## config.mk

```make
export PLATFORM = sky130hd
export DESIGN_NAME = pipe_hazard_ctrl
export DESIGN_NICKNAME = d
export VERILOG_FILES = /design/src/rtl/pipe_pkg.sv /design/src/rtl/hazard_lu_detect.sv /design/src/rtl/pipe_hazard_ctrl.sv
export SDC_FILE = /design/constraint.sdc
export NUM_CORES = 1
export LEC_CHECK = 0
export BUFFER_PORTS_ARGS = -buffer_cell sky130_fd_sc_hd__buf_2
export CAP_MARGIN = 20
export CORE_ASPECT_RATIO = 1.25
export CORE_MARGIN = 2
export CORE_UTILIZATION = 48
export CTS_BUF_LIST = sky130_fd_sc_hd__clkbuf_4
export CTS_CLUSTER_DIAMETER = 120
export DETAILED_ROUTE_END_ITERATION = 16
export HOLD_SLACK_MARGIN = 0.15
export PLACE_DENSITY = 0.78
export RECOVER_POWER = 100
export SYNTH_ARGS = -nofsm -noshare
export SYNTH_HDL_FRONTEND = slang
export SYNTH_SLANG_ARGS = --single-unit
export TNS_END_PERCENT = 50
```

## constraint.sdc

```tcl
create_clock -name clk -period 1.7 [get_ports clk]
set_input_delay 0.17 -clock clk [delete_from_list [all_inputs] [get_ports clk]]
set_output_delay 0.17 -clock clk [all_outputs]
set_load 0.05 [all_outputs]
```

## src/rtl/pipe_pkg.sv

```systemverilog
// Shared definitions for the pipeline hazard and forwarding logic.
// The forwarding select encodings live here so both units agree on them.
package pipe_pkg;

    localparam int REG_AW_DEF = 3;

    typedef enum logic [1:0] {
        ST_RUN      = 2'd0,
        ST_LU_STALL = 2'd1,
        ST_MEM_WAIT = 2'd2,
        ST_FLUSH    = 2'd3
    } state_t;

    typedef enum logic [1:0] {
        FWD_NONE   = 2'd0,
        FWD_EX_MEM = 2'd1,
        FWD_MEM_WB = 2'd2
    } fwd_sel_t;

endpackage

```

## src/rtl/hazard_lu_detect.sv

```systemverilog
// Load-use compare: a load in EX whose destination feeds a source of the ID instruction.
// Register 0 is hardwired to zero, so it never creates a dependency.
module hazard_lu_detect #(
    parameter int REG_AW = 3
) (
    input  logic              ex_valid,
    input  logic              ex_mem_read,
    input  logic [REG_AW-1:0] ex_rd,
    input  logic              id_valid,
    input  logic [REG_AW-1:0] id_rs1,
    input  logic [REG_AW-1:0] id_rs2,
    output logic              lu
);

    assign lu = ex_valid & ex_mem_read & (ex_rd != {REG_AW{1'b0}}) & id_valid &
                ((ex_rd == id_rs1) | (ex_rd == id_rs2));

endmodule

```

## src/rtl/pipe_hazard_ctrl.sv

```systemverilog
// Stall/flush sequencer for the 5-stage pipeline: load-use, taken branch and
// data-memory wait, with saturating stall and redirect counters.
module pipe_hazard_ctrl
    import pipe_pkg::*;
#(
    parameter int REG_AW     = REG_AW_DEF,
    parameter int BR_PENALTY = 1,
    parameter int CNT_W      = 16
) (
    input  logic              clk,
    input  logic              rstn,
    input  logic              id_valid,
    input  logic [REG_AW-1:0] id_rs1,
    input  logic [REG_AW-1:0] id_rs2,
    input  logic              ex_valid,
    input  logic              ex_mem_read,
    input  logic [REG_AW-1:0] ex_rd,
    input  logic              branch_taken,
    input  logic              dmem_req,
    input  logic              dmem_ready,
    output logic              pc_write,
    output logic              if_id_write,
    output logic              if_id_flush,
    output logic              id_ex_flush,
    output logic              ex_mem_write,
    output logic [1:0]        state,
    output logic [CNT_W-1:0]  stall_cycles,
    output logic [7:0]        flush_count
);

    localparam logic [3:0] BR_PEN_C = 4'(BR_PENALTY);

    state_t           state_r, state_nxt_s;
    logic [3:0]       cnt_r, cnt_nxt_s;
    logic [CNT_W-1:0] stall_cycles_r;
    logic [7:0]       flush_count_r;
    logic             lu_s, lu_eff_s, freeze_s, mem_done_s, redirect_s;
    logic             pc_write_s, if_id_write_s, if_id_flush_s, id_ex_flush_s, ex_mem_write_s;

    hazard_lu_detect #(.REG_AW(REG_AW)) u_lu (
        .ex_valid    (ex_valid),
        .ex_mem_read (ex_mem_read),
        .ex_rd       (ex_rd),
        .id_valid    (id_valid),
        .id_rs1      (id_rs1),
        .id_rs2      (id_rs2),
        .lu          (lu_s)
    );

    // In LU_STALL the EX stage holds the bubble we inserted, so lu must not re-fire.
    assign lu_eff_s   = lu_s & (state_r == ST_RUN);
    assign freeze_s   = dmem_req & ~dmem_ready;
    assign mem_done_s = dmem_req & dmem_ready;

    // State and penalty counter register
    always_ff @(posedge clk or negedge rstn) begin
        if (!rstn) begin
            state_r <= ST_RUN;
            cnt_r   <= 4'd0;
        end else begin
            state_r <= state_nxt_s;
            cnt_r   <= cnt_nxt_s;
        end
    end

    // Next-state and penalty-count selection
    always_comb begin
        state_nxt_s = state_r;
        cnt_nxt_s   = cnt_r;
        case (state_r)
            ST_RUN, ST_LU_STALL: begin
                if (freeze_s) begin
                    state_nxt_s = ST_MEM_WAIT;
                end else if (branch_taken) begin
                    if (BR_PEN_C != 4'd0) begin
                        state_nxt_s = ST_FLUSH;
                        cnt_nxt_s   = BR_PEN_C;
                    end else begin
                        state_nxt_s = ST_RUN;
                    end
                end else if (lu_eff_s) begin
                    state_nxt_s = ST_LU_STALL;
                end else begin
                    state_nxt_s = ST_RUN;
                end
            end
            ST_MEM_WAIT: begin
                if (mem_done_s) begin
                    state_nxt_s = ST_RUN;
                end else begin
                    state_nxt_s = ST_MEM_WAIT;
                end
            end
            ST_FLUSH: begin
                if (freeze_s) begin
                    state_nxt_s = ST_FLUSH;
                end else begin
                    cnt_nxt_s = cnt_r - 4'd1;
                    if (cnt_r <= 4'd1) begin
                        state_nxt_s = ST_RUN;
                    end else begin
                        state_nxt_s = ST_FLUSH;
                    end
                end
            end
            default: begin
                state_nxt_s = ST_RUN;
                cnt_nxt_s   = 4'd0;
            end
        endcase
    end

    // Pipeline control outputs; reset forces a held, flushed pipeline
    always_comb begin
        pc_write_s     = 1'b1;
        if_id_write_s  = 1'b1;
        if_id_flush_s  = 1'b0;
        id_ex_flush_s  = 1'b0;
        ex_mem_write_s = 1'b1;
        redirect_s     = 1'b0;
        if (!rstn) begin
            pc_write_s     = 1'b0;
            if_id_write_s  = 1'b0;
            if_id_flush_s  = 1'b1;
            id_ex_flush_s  = 1'b1;
            ex_mem_write_s = 1'b0;
        end else begin
            case (state_r)
                ST_RUN, ST_LU_STALL: begin
                    if (freeze_s) begin
                        pc_write_s     = 1'b0;
                        if_id_write_s  = 1'b0;
                        ex_mem_write_s = 1'b0;
                    end else if (branch_taken) begin
                        if_id_flush_s = 1'b1;
                        id_ex_flush_s = 1'b1;
                        redirect_s    = 1'b1;
                    end else if (lu_eff_s) begin
                        pc_write_s    = 1'b0;
                        if_id_write_s = 1'b0;
                        id_ex_flush_s = 1'b1;
                    end else begin
                        pc_write_s = 1'b1;
                    end
                end
                ST_MEM_WAIT: begin
                    if (mem_done_s) begin
                        pc_write_s = 1'b1;
                    end else begin
                        pc_write_s     = 1'b0;
                        if_id_write_s  = 1'b0;
                        ex_mem_write_s = 1'b0;
                    end
                end
                ST_FLUSH: begin
                    if (freeze_s) begin
                        pc_write_s     = 1'b0;
                        if_id_write_s  = 1'b0;
                        ex_mem_write_s = 1'b0;
                    end else begin
                        pc_write_s    = 1'b0;
                        if_id_flush_s = 1'b1;
                    end
                end
                default: begin
                    pc_write_s = 1'b1;
                end
            endcase
        end
    end

    // Saturating performance counters
    always_ff @(posedge clk or negedge rstn) begin
        if (!rstn) begin
            stall_cycles_r <= {CNT_W{1'b0}};
            flush_count_r  <= 8'd0;
        end else begin
            if (!pc_write_s && (stall_cycles_r != {CNT_W{1'b1}})) begin
                stall_cycles_r <= stall_cycles_r + {{(CNT_W-1){1'b0}}, 1'b1};
            end
            if (redirect_s && (flush_count_r != 8'hFF)) begin
                flush_count_r <= flush_count_r + 8'd1;
            end
        end
    end

    assign pc_write     = pc_write_s;
    assign if_id_write  = if_id_write_s;
    assign if_id_flush  = if_id_flush_s;
    assign id_ex_flush  = id_ex_flush_s;
    assign ex_mem_write = ex_mem_write_s;
    assign state        = state_r;
    assign stall_cycles = stall_cycles_r;
    assign flush_count  = flush_count_r;

endmodule

```

======== Yosys cells after proc, flatten, opt, wreduce, memory -nomap -nowiden ========
Index checks and enable logic that the tools add are counted.
word-level totals
  logic and storage cells ................. 69
  flip-flop bits (word level) ............. 30
  input port bits ......................... 17
  output and inout bits ................... 31
operators by class
  bitwise gates (word level) .............. 9
  add/sub/neg operators ................... 3
  reduce and logical (&&, ||, !) cells .... 9
  eq/ne operators ......................... 10
  $lt $le $gt $ge ......................... 1
  multiplexer cells ....................... 33
operator list
  kind                                                                               count
  1-bit two-way mux                                                                  19
  16-bit by 1-bit adder with 16-bit output (second input constant)                   1
  16-bit inequality test (second input constant)                                     1
  4-bit two-way mux                                                                  3
  2-bit two-way mux                                                                  5
  8-bit by 1-bit adder with 8-bit output (second input constant)                     1
  8-bit inequality test (second input constant)                                      1
  4-bit one-hot mux with 2 select lines                                              1
  1-bit AND                                                                          7
  3-bit equality test                                                                2
  2-bit inequality test (second input constant)                                      3
  1-bit one-hot mux with 3 select lines                                              2
  2-bit one-hot mux with 3 select lines                                              1
  2-bit equality test (second input constant)                                        2
  4-bit by 1-bit less-or-equal comparator with 1-bit output (second input constant)  1
  1-bit one-hot mux with 2 select lines                                              2
  4-bit AND reduction                                                                1
  4-bit by 1-bit subtractor with 4-bit output (second input constant)                1
  3-bit nonzero test                                                                 1
  3-bit OR reduction                                                                 1
  2-bit by 1-bit equality test with 1-bit output (second input constant)             1
  1-bit logical AND                                                                  2
  2-bit logical NOT                                                                  1
  2-bit nonzero test                                                                 1
  4 further kinds                                                                    4

======== Logic depth before layout (Yosys ltp) ========
Gate-level depths: netlist (run 1).
  depth after elaboration ................. 12
  mapped depth ............................ 8

======== By module ========
From an unflattened synthesis (run 1), not the netlist that was laid out.
second synthesis, totals
  cell total of the unflattened synthesis .. 167
  area total of the unflattened synthesis .. 1647.8 sq um
by module, submodules not included
  module            area an instance (sq um)  instances  cells an instance
  pipe_hazard_ctrl  1560.2                    1          154
  hazard_lu_detect  87.6                      1          13

======== Least setup slack after synthesis (run 1) ========
Ideal clock, no wire load.
  kind .................................... reg-to-output
  start ................................... register state_r[0], in the netlist state[0]
  end ..................................... output if_id_write
  path buffers ............................ 1
  data required time ...................... 1.530 ns
  stages on the path, launching flop included .. 5
  data arrival time ....................... 2.248 ns
  path slack .............................. -0.718 ns
  path through ............................ dfrtp_1 -> clkbuf_1 -> nor2_1 -> a21oi_1 -> and2_2
on the way
  cells in the longest elaborated chain, start to end .. 7
ends and longest elaborated chain
  what                                     RTL line                                         source
  start: declaration                       pipe_hazard_ctrl.sv:33                           state_t state_r, state_nxt_s;
  start signal: assignment                 pipe_hazard_ctrl.sv:61                           state_r <= state_nxt_s;
  2-bit logical NOT                        pipe_hazard_ctrl.sv:51, pipe_hazard_ctrl.sv:128
  1-bit AND                                pipe_hazard_ctrl.sv:51                           assign lu_eff_s = lu_s & (state_r == ST_RUN);
  1-bit two-way mux                        pipe_hazard_ctrl.sv:138                          end else if (lu_eff_s) begin
  1-bit two-way mux                        pipe_hazard_ctrl.sv:134                          end else if (branch_taken) begin
  1-bit two-way mux                        pipe_hazard_ctrl.sv:130                          if (freeze_s) begin
  1-bit one-hot mux with 3 select lines *  pipe_hazard_ctrl.sv:128                          case (state_r)
  1-bit two-way mux *                      pipe_hazard_ctrl.sv:121                          if (!rstn) begin
  end: declaration                         pipe_hazard_ctrl.sv:22                           output logic if_id_write,
Every way passes the cells marked *; elsewhere a longest branch is shown, timed or not.

======== Final worst setup path (run 1) ========
  start ................................... register state_r[1], in the netlist state[1]
  end ..................................... register stall_cycles_r[1], in the netlist stall_cycles[1]
on the way
  cells in the longest elaborated chain, start to end .. 9
ends and longest elaborated chain
  what                                     RTL line                                         source
  2-bit logical NOT                        pipe_hazard_ctrl.sv:51, pipe_hazard_ctrl.sv:128
  1-bit AND                                pipe_hazard_ctrl.sv:51
  1-bit two-way mux                        pipe_hazard_ctrl.sv:138
  1-bit two-way mux                        pipe_hazard_ctrl.sv:134
  1-bit two-way mux                        pipe_hazard_ctrl.sv:130
  1-bit one-hot mux with 3 select lines *  pipe_hazard_ctrl.sv:128
  1-bit two-way mux *                      pipe_hazard_ctrl.sv:121
  1-bit logical NOT *                      pipe_hazard_ctrl.sv:178                          if (!pc_write_s && (stall_cycles_r != {CNT_W{1'b1}})) begin
  1-bit logical AND *                      pipe_hazard_ctrl.sv:178
  end signal: assignment                   pipe_hazard_ctrl.sv:175                          stall_cycles_r <= {CNT_W{1'b0}};
  end signal: assignment                   pipe_hazard_ctrl.sv:179                          stall_cycles_r <= stall_cycles_r + {{(CNT_W-1){1'b0}}, 1'b1};
  end: declaration                         pipe_hazard_ctrl.sv:35                           logic [CNT_W-1:0] stall_cycles_r;
Marks and branches as above.
A chain may end at the register's enable or synchronous reset.

==> metrics, run 1 <==
status=finished with violations; failing checks=negative setup slack; drt wl/cell=approximately 17 um; syn_nets=approximately 180; reg2reg end=stall_cycles[1]$_DFFE_PN0P_; largest stage delay on the critical path=~430 ps; Die Ht=approximately 69 um; period utilization=116.3%; ANT nets after route=0; vias per inst=~5.6; Total GRT Usage=between 20% and 30%; CP endpoint kind=flip-flop; asr flop ratio synth=100.0%; Rows=23; initial antenna violation count=0; Crit path buffers/inverters=2; Longest Clk Path Bufs=2; Seq cells post-synth=30; Worst Hold End=state[1]$_DFF_PN0_; Syn. warnings=0; Worst-path clk slew=roughly 90 ps; Chip Width=56.23 um; final WL=roughly 4.6 mm; worst min path class=in2reg; R2R Path Start=state[1]$_DFF_PN0_; CP arrival=between 2000 and 2500 ps; vias after detailed routing=between 1,500 and 2,000; initial drt markers=60; worst-margin pin slew=about 570 ps; vias in the first global route=1,681; first-pass GRT wire length=7.541 mm; initial core utilization=50.78%; Synth Instances=between 150 and 200; min Tclk post-route=a little under 2000 ps; CP Cell Sequence=or3_1 -> a211o_1 -> buf_6 -> a22oi_4 -> buf_12 -> mux2_4; area added between synthesis and finish=52.91%; DP Wirelength=roughly 3.1 mm; CTS buffer count=5; Max VDD drop=1.553 mV; CP max-delay cell=dfrtp_2; fmax=just over 500 MHz; post-synthesis sequential area ratio=45.87%; final worst-path setup slack=-276.5 ps; Final Hold Viols=0; maxcap violations=0; reg2reg path depth=6; core area=about 0.0032 mm2; Worst slew margin=a little over 60%; Static Leakage=~0.0013 uW; Hold Slack=around 260 ps; CP required=roughly 1900 ps; global-route congestion overflow total=0; Distinct cells, synth=38; CP top delay family=compound AO/OA/AOI/OAI gates; crit-path max FO=7; RePlAce Congestion=0.8322; share of cells above drive strength 1=56.38%; Net count, final=~260; clk root buf=clkbuf_4; HP Start=dmem_req; Power Density=between 1000 and 1500 mW/mm2; unrepaired setup endpoints after global routing=true; # diodes=0; CP Class=reg2reg; Most used DFF post-synth=dfrtp_1; Clk Latency, worst-skew pair=330 ps; Avg Cell Area, Syn=roughly 10 um2; TNS Setup=-4167 ps; Post-Syn Area=between 0.0015 and 0.002 mm2; Worst Skew=between 4 and 5 ps; r2r setup slk=-280 ps; Pre-antenna DRT Iters=4; clock sink count=30; Final setup viols=22; H-tree levels=2; die footprint=around 0.0039 mm2; CTS tree=built; Post-synth EDFFs=0; Port Buffers=47; num ports=48; Residual DRC=0; Slew Viols, Final=0; hold path cells=4; largest net degree at the start of global routing=33; Critical Path Source Type=flip-flop
## logic make-up after synthesis
| family | Yosys count | share of synthesized area [%] |
|---|---|---|
| AND/OR/NAND/NOR | 66 | 23.01 |
| flip-flops | 30 | 45.87 |
| XOR/XNOR | 26 | 13.91 |
| AO/OA/AOI/OAI | 19 | 9.022 |
| buffers and inverters | 9 | 3.058 |
| adder cells (fa/ha/maj) | 4 | 3.058 |
| multiplexers | 3 | 2.064 |
## repair_timing
action                                  CTS  global route
pin swaps                                 6            17
resized for setup                        20            21
setup buffers                             4             1
endpoints found under the setup margin   21            26
cloned                                    0             1
hold buffers                              1             0
hold endpoints to repair                 30             0
## registers in the layout (all words and copies together) (netlist names)
register,flops
cnt_r,4
flush_count,8
stall_cycles,16
state,2
## power by group
part           internal (uW)  total (uW)  switching, uW
clock network            171         415            244
logic                    867        2210           1340
registers                932        1120            185
## stage by stage
step | power (uW) | setup slack, ps | cells | instance area, um2 | util (%)
6_report | 3740 | -276.5 | 280 | 2502 | 77.64
5_1_grt | 3979 | -406.7 | 280 | 2502 | 77.64
4_1_cts | 3625 | -285.9 | 278 | 2364 | 73.33
3_5_place_dp | 3078 | -183.7 | 265 | 2196 | 68.13
3_3_place_gp | 2983 | -134.7 | 265 | 2196 | 68.13
2_1_floorplan | 2455 | -262.8 | 157 | 1723 | -
## synthesized netlist by cell type, types with 2 or more instances
library cell,instances,area share [%]
nand2_1,15,3.4
nor2_1,7,1.6
nand2b_1,4,1.5
a22o_1,3,1.6
o21ai_0,5,1.5
nand3_1,10,3.1
mux2_2,3,2.1
a21oi_1,3,0.92
nor4b_1,2,1.1
or3_1,2,0.76
xnor2_1,22,12
and3_1,6,2.3
dfrtp_1,30,46
inv_1,5,1.1
buf_6,2,1.4
nand4_1,8,3.1
nor3_1,3,0.92
ha_1,4,3.1
xor2_1,4,2.1
## worst max-delay path by stage
stage | start | end | slack [ps] | cells after the start
floorplan | state[1]$_DFF_PN0_ | stall_cycles[13]$_DFFE_PN0P_ | -260 | 6
global route | state[1]$_DFF_PN0_ | id_ex_flush | -410 | 7
CTS | state[1]$_DFF_PN0_ | if_id_write | -290 | 5
global placement | state[1]$_DFF_PN0_ | stall_cycles[1]$_DFFE_PN0P_ | -130 | 5
finish | state[1]$_DFF_PN0_ | stall_cycles[1]$_DFFE_PN0P_ | -280 | 6
detailed placement | state[1]$_DFF_PN0_ | stall_cycles[1]$_DFFE_PN0P_ | -180 | 5
## worst register-to-register path: stages (launching register included)
cell and delay [ps]:
dfrtp_2 430, or3_1 340, a211o_1 280, buf_6 130, a22oi_4 220, buf_12 170, mux2_4 300
## per-layer routing
| layer | global-route usage, % | part of all wire, % | wire length [um] |
|---|---|---|---|
| met5 | 0 | 0 | 0 |
| met4 | 10.32 | 2.5 | 116 |
| met3 | 6.157 | 5.3 | 243 |
| met2 | 42.61 | 54 | 2492 |
| met1 | 27.15 | 38 | 1772 |
## area by class of cell
class	instances	area (um2)
Clock buffer	6	45.04
Inverter	5	18.77
Clock inverter	2	8.758
Tap cell	37	46.29
Sequential cell	30	769.5
Multi-Input combinational cell	118	1026
Timing Repair Buffer	82	588.1
Fill cell	205	720.7
## cells in the final DEF (no fill, tap or decap), drive strengths merged, types with 2 or more instances in the layout
master,Yosys,layout
and3,8,8
nor4b,2,2
dfrtp,30,30
a22o,3,3
inv,5,5
nand4,9,9
nand3,10,10
ha,4,4
and4,2,2
mux2,3,3
a22oi,2,2
nor2,7,7
or3,2,2
xor2,4,4
buf,3,80
clkbuf,1,7
a21oi,3,3
nand2b,4,4
clkinv,0,2
xnor2,22,22
o21ai,5,5
nor3,3,3
nand2,15,15
(Power assumes the default switching activity.)
==> run 2, diff against run 1 <==
--- a/config.mk
+++ b/config.mk
@@ -6,9 +6,9 @@
 export NUM_CORES = 1
 export LEC_CHECK = 0
 export BUFFER_PORTS_ARGS = -buffer_cell sky130_fd_sc_hd__buf_2
-export CAP_MARGIN = 20
+export CAP_MARGIN = 10
 export CORE_ASPECT_RATIO = 1.25
-export CORE_MARGIN = 2
+export CORE_MARGIN = 4
 export CORE_UTILIZATION = 48
 export CTS_BUF_LIST = sky130_fd_sc_hd__clkbuf_4
 export CTS_CLUSTER_DIAMETER = 120
==> run 2 against run 1 <==
Against the previous run:
- largest power group unchanged
- final area is 2.0% lower
- sequential share of layout area is 0.61 points higher
- worst hold slack got worse by 25 ps
- first-iteration DRC count fell by 38%
- the flow still finishes with violations (negative setup slack)
- total power fell by 0.61%
- critical endpoint is now stall_cycles[10]$_DFFE_PN0P_
- core utilization decreased by 2.2 points
- wire length decreased by 3.9%
- clock power rose by 6.7%
- die area up 13%
- critical path depth is 1 higher
- sequential power hardly changed
==> metrics, run 2 (synthesis results as in run 1) <==
min Tclk post-route=1968 ps (-8.683 ps); drt wl/cell=15.87 um (-3.9%); clk root buf=clkbuf_4; CP arrival=2200 ps (about the same); first-pass GRT wire length=7.051 mm (-6.5%); ANT nets after route=0 (unchanged); Static Leakage=0.001190 uW (-5.1%); Chip Width=60.23 um (+7.1%); Port Buffers=47 (unchanged); M1 WL=1.720 mm (-2.9%); clock sink count=30 (unchanged); share of cells above drive strength 1=56.38% (unchanged); Pwr Total=3717 uW (-0.61%); routed wl met3=259 um (+6.6%); period utilization=115.8% (-0.51 points); Rows=23 (unchanged); Worst slew margin=67.75% (+6.0 points); sequential power share=29.9% (about the same); Switching Power=1756 uW (-0.79%); DP Wirelength=3.100 mm (+1.1%); Final setup viols=23 (+4.5%); Worst-path clk slew=100 ps (about the same); area added between synthesis and finish=49.92%; Largest register FFs=16 (unchanged); worst min path class=in2reg; largest stage delay on the critical path=420 ps (about the same); die footprint=0.004414 mm2 (+13%); Total GRT Usage=21.32% (-2.8 points); maxcap violations=0 (unchanged); final WL=4.443 mm (-3.9%); Net count, final=263 (unchanged); Slew Viols, Final=0 (unchanged); Top Metal Used=met4; CP Cell Sequence=or3_1 -> a211o_1 -> a22oi_4 -> buf_6 -> buf_4 -> nand3_2 -> xnor2_1; Clk pwr share=11.9% (+0.8 points); vias after detailed routing=1,532 (-2.3%); vias per inst=5.471 (-2.3%); initial core utilization=50.33% (-0.45 points); initial antenna violation count=0 (unchanged); Placed Instances=265 (unchanged); wire length on met2=2.394 mm (-3.9%); Clk Latency, worst-skew pair=340 ps (about the same); CP Class=reg2reg; status=finished with violations; sw frac=47.24% (-0.084 points); num ports=48 (unchanged); Power Density=1515 mW/mm2 (+1.4%); internal power=1961 uW (-0.46%); commonest non-fill, non-tap cell in the layout=buf_2; Residual DRC=0 (unchanged); core area=0.003252 mm2 (+0.89%); TNS Setup=-4069 ps (+97.58 ps); final std cells w/o fill=280 (unchanged); CP max-delay cell=dfrtp_2; Final Hold Viols=0 (unchanged); fmax=508.2 MHz (+0.44%); CTS tree=built; Critical Path Source Type=flip-flop; failing checks=negative setup slack; # diodes=0 (unchanged); CTS buffer count=5 (unchanged); Longest Clk Path Bufs=2 (unchanged); Die Ht=73.29 um (+5.8%); vias in the first global route=1,631 (-3.0%); CP required=1930 ps (about the same); CP endpoint kind=flip-flop; RePlAce Congestion=0.8630 (+3.7%); initial drt markers=37 (-38%); H-tree levels=2 (unchanged); Max VDD drop=1.552 mV (about the same); Pre-antenna DRT Iters=5 (+1); largest net degree at the start of global routing=33 (unchanged); final worst-path setup slack=-267.8 ps (+8.683 ps); unrepaired setup endpoints after global routing=true; global-route congestion overflow total=0 (unchanged); most frequent cells in the layout=43 x buf_2, 29 x buf_4, 20 x xnor2_1, 15 x dfrtp_1, 15 x dfrtp_2; worst-margin pin slew=478.7 ps (-88.53 ps); Worst Skew=5.586 ps (+1.021 ps); crit-path max FO=5 (-2); Comb power frac=58.2% (-0.8 points)
run 2: power by group through the flow:
stage                     Combinational (uW)  Clock (uW)  Sequential [uW]
after floorplan                          749           0             1710
after global placement                  1880           0             1110
after detailed placement                1940           0             1130
after CTS                               2090         452             1110
after global routing                    2310         496             1150
final                                   2160         443             1110
run 2: worst max-delay path: cells and delay by family, from the launching register on:
family / cells / cell delay (ps)
AOI/OAI and AO/OA: 2 / 610
buffers and inverters: 2 / 280
and+or+nand+nor: 2 / 440
xor gates and xnor gates: 1 / 120
DFF: 1 / 420
run 2: area by class of cell:
class | instances | area [um2]
fillers | 226 | 798.3
repair buffers | 82 | 556.8
clock inverters | 1 | 3.754
clock buffers | 7 | 52.55
inverters | 5 | 18.77
flip-flops and latches | 30 | 769.5
multi-input cells | 118 | 1006
well taps | 37 | 46.29
run 2: per-layer routing:
layer / vias up / track usage (%)
li1: 731 / -
met1: 737 / 23.74
met2: 57 / 38.70
met3: 7 / 4.218
met4: 0 / 8.374
met5: - / 0
run 2: repair_timing:
action	CTS	global route
pin swaps	13	16
hold buffers	1	0
hold endpoints to repair	30	0
setup endpoints to repair	19	26
setup buffers	3	2
cloned	1	0
resized for setup	21	14
run 2: worst paths after layout:
kind / end / cells past startpoint / slack (ps) / start
max: stall_cycles[10]$_DFFE_PN0P_ / 7 / -270 / state[1]$_DFF_PN0_
min: state[1]$_DFF_PN0_ / 4 / 240 / dmem_req
max reg2reg: stall_cycles[10]$_DFFE_PN0P_ / 7 / -270 / state[1]$_DFF_PN0_
min reg2reg: stall_cycles[11]$_DFFE_PN0P_ / 1 / 500 / stall_cycles[11]$_DFFE_PN0P_
max in group asynchronous: stall_cycles[7]$_DFFE_PN0P_ / 3 / 970 / rstn
min in group asynchronous: stall_cycles[4]$_DFFE_PN0P_ / 3 / 430 / rstn
run 2: stage by stage:
step,util (%),hold WS (ps),worst slack [ps],cell area (um2)
final,75.45,236.4,-267.8,2454
after floorplan,-,-125.6,-262.8,1723
after CTS,72.68,206.9,-267.9,2364
after detailed placement,67.53,256.3,-197.9,2196
after global placement,67.53,259.1,-127.3,2196
after global routing,75.45,239.8,-366.5,2454
==> run 3, diff against run 2 <==
--- a/config.mk
+++ b/config.mk
@@ -5,16 +5,16 @@
 export SDC_FILE = /design/constraint.sdc
 export NUM_CORES = 1
 export LEC_CHECK = 0
-export BUFFER_PORTS_ARGS = -buffer_cell sky130_fd_sc_hd__buf_2
 export CAP_MARGIN = 10
 export CORE_ASPECT_RATIO = 1.25
 export CORE_MARGIN = 4
-export CORE_UTILIZATION = 48
+export CORE_UTILIZATION = 55
 export CTS_BUF_LIST = sky130_fd_sc_hd__clkbuf_4
 export CTS_CLUSTER_DIAMETER = 120
 export DETAILED_ROUTE_END_ITERATION = 16
+export DONT_BUFFER_PORTS = 1
 export HOLD_SLACK_MARGIN = 0.15
-export PLACE_DENSITY = 0.78
+export PLACE_DENSITY = 0.73
 export RECOVER_POWER = 100
 export SYNTH_ARGS = -nofsm -noshare
 export SYNTH_HDL_FRONTEND = slang
==> run 3 against run 2 <==
Against the previous run:
- the flow still finishes with violations (negative setup slack)
- clock power is 7.4% lower
- critical endpoint is now pc_write
- largest power group unchanged
- core utilization is 8.5 points higher
- final area is 5.6% lower
- final cell count is 11% lower
- worst setup slack worse by 44 ps
- combinational power is 4% lower
- sequential cell count stayed put
- maximum frequency is 2.2% lower
- sequential power hardly changed
- critical path type is now reg2out
- worst hold slack better by 3.1 ps
==> metrics, run 3 (synthesis results as in run 1) <==
Slew Viols, Final=0 (unchanged); # diodes=0 (unchanged); largest stage delay on the critical path=420 ps (about the same); Final Hold Viols=0 (unchanged); initial antenna violation count=0 (unchanged); failing checks=negative setup slack; share of cells above drive strength 1=43.26% (-13 points); CTS tree=built; DP Worst Slack=-184.1 ps (+13.89 ps); worst-margin pin slew=762.7 ps (+284.0 ps); first-pass GRT wire length=7.044 mm (about the same); Chip Width=56.79 um (-5.7%); commonest non-fill, non-tap cell in the layout=buf_4; Hold Slack=239.4 ps (+3.070 ps); fillcell total=168 (-26%); area added between synthesis and finish=41.59%; Crit path buffers/inverters=2 (unchanged); area occupied by registers=769.5 um2 (unchanged); CP required=1530 ps (-400 ps); die footprint=0.003918 mm2 (-11%); H-tree levels=2 (unchanged); Power Density=1541 mW/mm2 (+1.7%); CP arrival=1840 ps (-360 ps); unrepaired setup endpoints after global routing=true; CP Cell Sequence=or3_1 -> a211o_1 -> nand2_2 -> buf_6 -> clkinvlp_4; Rows=21 (-8.7%); DP Wirelength=2.941 mm (-5.1%); Total GRT Usage=23.69% (+2.4 points); final worst-path setup slack=-311.3 ps (-43.52 ps); Die Ht=68.99 um (-5.9%); Max VDD drop=1.534 mV (-1.2%); Worst Skew=5.384 ps (-0.2019 ps); Clk Latency, worst-skew pair=330 ps (about the same); num ports=48 (unchanged); CP max-delay cell=dfrtp_2; core area=0.002759 mm2 (-15%); clock sink count=30 (unchanged); maxcap violations=0 (unchanged); Net count, final=235 (-11%); global-route congestion overflow total=0 (unchanged); multi-input logic area=0.001018 mm2 (+1.2%); Largest register FFs=16 (unchanged); CP Class=reg2out; Longest Clk Path Bufs=2 (unchanged); Final setup viols=27 (+17%); status=finished with violations; most frequent cells in the layout=21 x buf_4, 20 x xnor2_1, 15 x dfrtp_1, 15 x dfrtp_2, 15 x clkbuf_1; vias in the first global route=1,525 (-6.5%); ANT nets after route=0 (unchanged); vias after detailed routing=1,436 (-6.3%); period utilization=118.3% (+2.6 points); initial core utilization=59.32% (+9.0 points); crit-path max FO=3 (-2); initial drt markers=48 (+30%); final WL=4.307 mm (-3.1%); vias per inst=5.767 (+5.4%); min Tclk post-route=2011 ps (+43.52 ps); CTS buffer count=5 (unchanged); Residual DRC=0 (unchanged); fmax=497.2 MHz (-2.2%); RePlAce Congestion=0.8036 (-6.9%); drt wl/cell=17.30 um (+9.0%); Critical Path Source Type=flip-flop; Worst slew margin=49.15% (-19 points); CP endpoint kind=output port; Pre-antenna DRT Iters=5 (unchanged); worst min path class=in2reg; CP top delay family=simple AND/OR/NAND/NOR gates; r2r setup slk=-300 ps (-30 ps); clk root buf=clkbuf_4; Static Leakage=0.001056 uW (-11%); Worst-path clk slew=90 ps (about the same); Port Buffers=0 (-100%); largest net degree at the start of global routing=31 (-6.1%); TNS Setup=-5658 ps (-1589 ps)
## run 3: changes by cell type in the layout (fill, tap and decap cells not counted), sizes merged
cell,previous run,this run
clkinv,1,2
dlygate4sd3,1,3
clkinvlp,0,1
buf,81,31
clkbuf,7,26
inv,5,4
## run 3: what timing repair did
action / in CTS / in global routing
endpoints found under the setup margin: 23 / 29
hold endpoints to repair: 31 / 0
resized for setup: 24 / 12
setup buffers: 6 / 0
hold buffers: 4 / 0
pin swaps: 16 / 8
## run 3: report_power, final
part / total, uW / internal (uW) / leakage, uW / switching, uW
combinational: 2080 / 746 / 0.000657 / 1330
sequential: 1080 / 932 / 0.000366 / 150
clock: 410 / 171 / 0.0000331 / 239
total: 3570 / 1850 / 0.00106 / 1720
## run 3: layout make-up
cell class / instances / share of cell area, %
inverter: 5 / 0.9719
multi-input combinational: 118 / 43.95
clock buffer: 6 / 1.944
sequential: 30 / 33.21
tap: 34 / 1.836
clock inverter: 2 / 0.3780
timing repair buffer: 54 / 17.71
## run 3: metal layers
layer  part of all wire, %  GRT usage (%)  routed length, um  up-vias
li1                      -              -                  -      677
met3                   6.7          7.449                288        5
met4                   1.3          8.696                 54        0
met1                    37          26.71               1611      702
met5                     0              0                  0        -
met2                    55          42.49               2352       52
## run 3: worst min-delay path: cells and delay by family
kind	cells	cell delay, ps
AO/OA/AOI/OAI	1	110
AND/OR/NAND/NOR	1	70
buffers and inverters	1	170
## run 3: final timing paths
| check | startpoint | depth (start not counted) | endpoint |
|---|---|---|---|
| max | state[1]$_DFF_PN0_ | 5 | pc_write |
| min in group asynchronous | rstn | 2 | flush_count[6]$_DFFE_PN0P_ |
| max in group asynchronous | rstn | 2 | stall_cycles[6]$_DFFE_PN0P_ |
| min reg2reg | cnt_r[1]$_DFFE_PN0P_ | 1 | cnt_r[1]$_DFFE_PN0P_ |
| max reg2reg | state[1]$_DFF_PN0_ | 7 | stall_cycles[8]$_DFFE_PN0P_ |
| min | dmem_req | 3 | state[1]$_DFF_PN0_ |
## run 3: through the flow
step	power, uW	utilization [%]	cell area [um2]	instances
5_1_grt	3792	83.99	2317	249
6_report	3571	83.99	2317	249
3_5_place_dp	3020	75.74	2090	231
4_1_cts	3611	84.85	2341	249
3_3_place_gp	2938	75.74	2090	231
2_1_floorplan	2455	-	1723	157
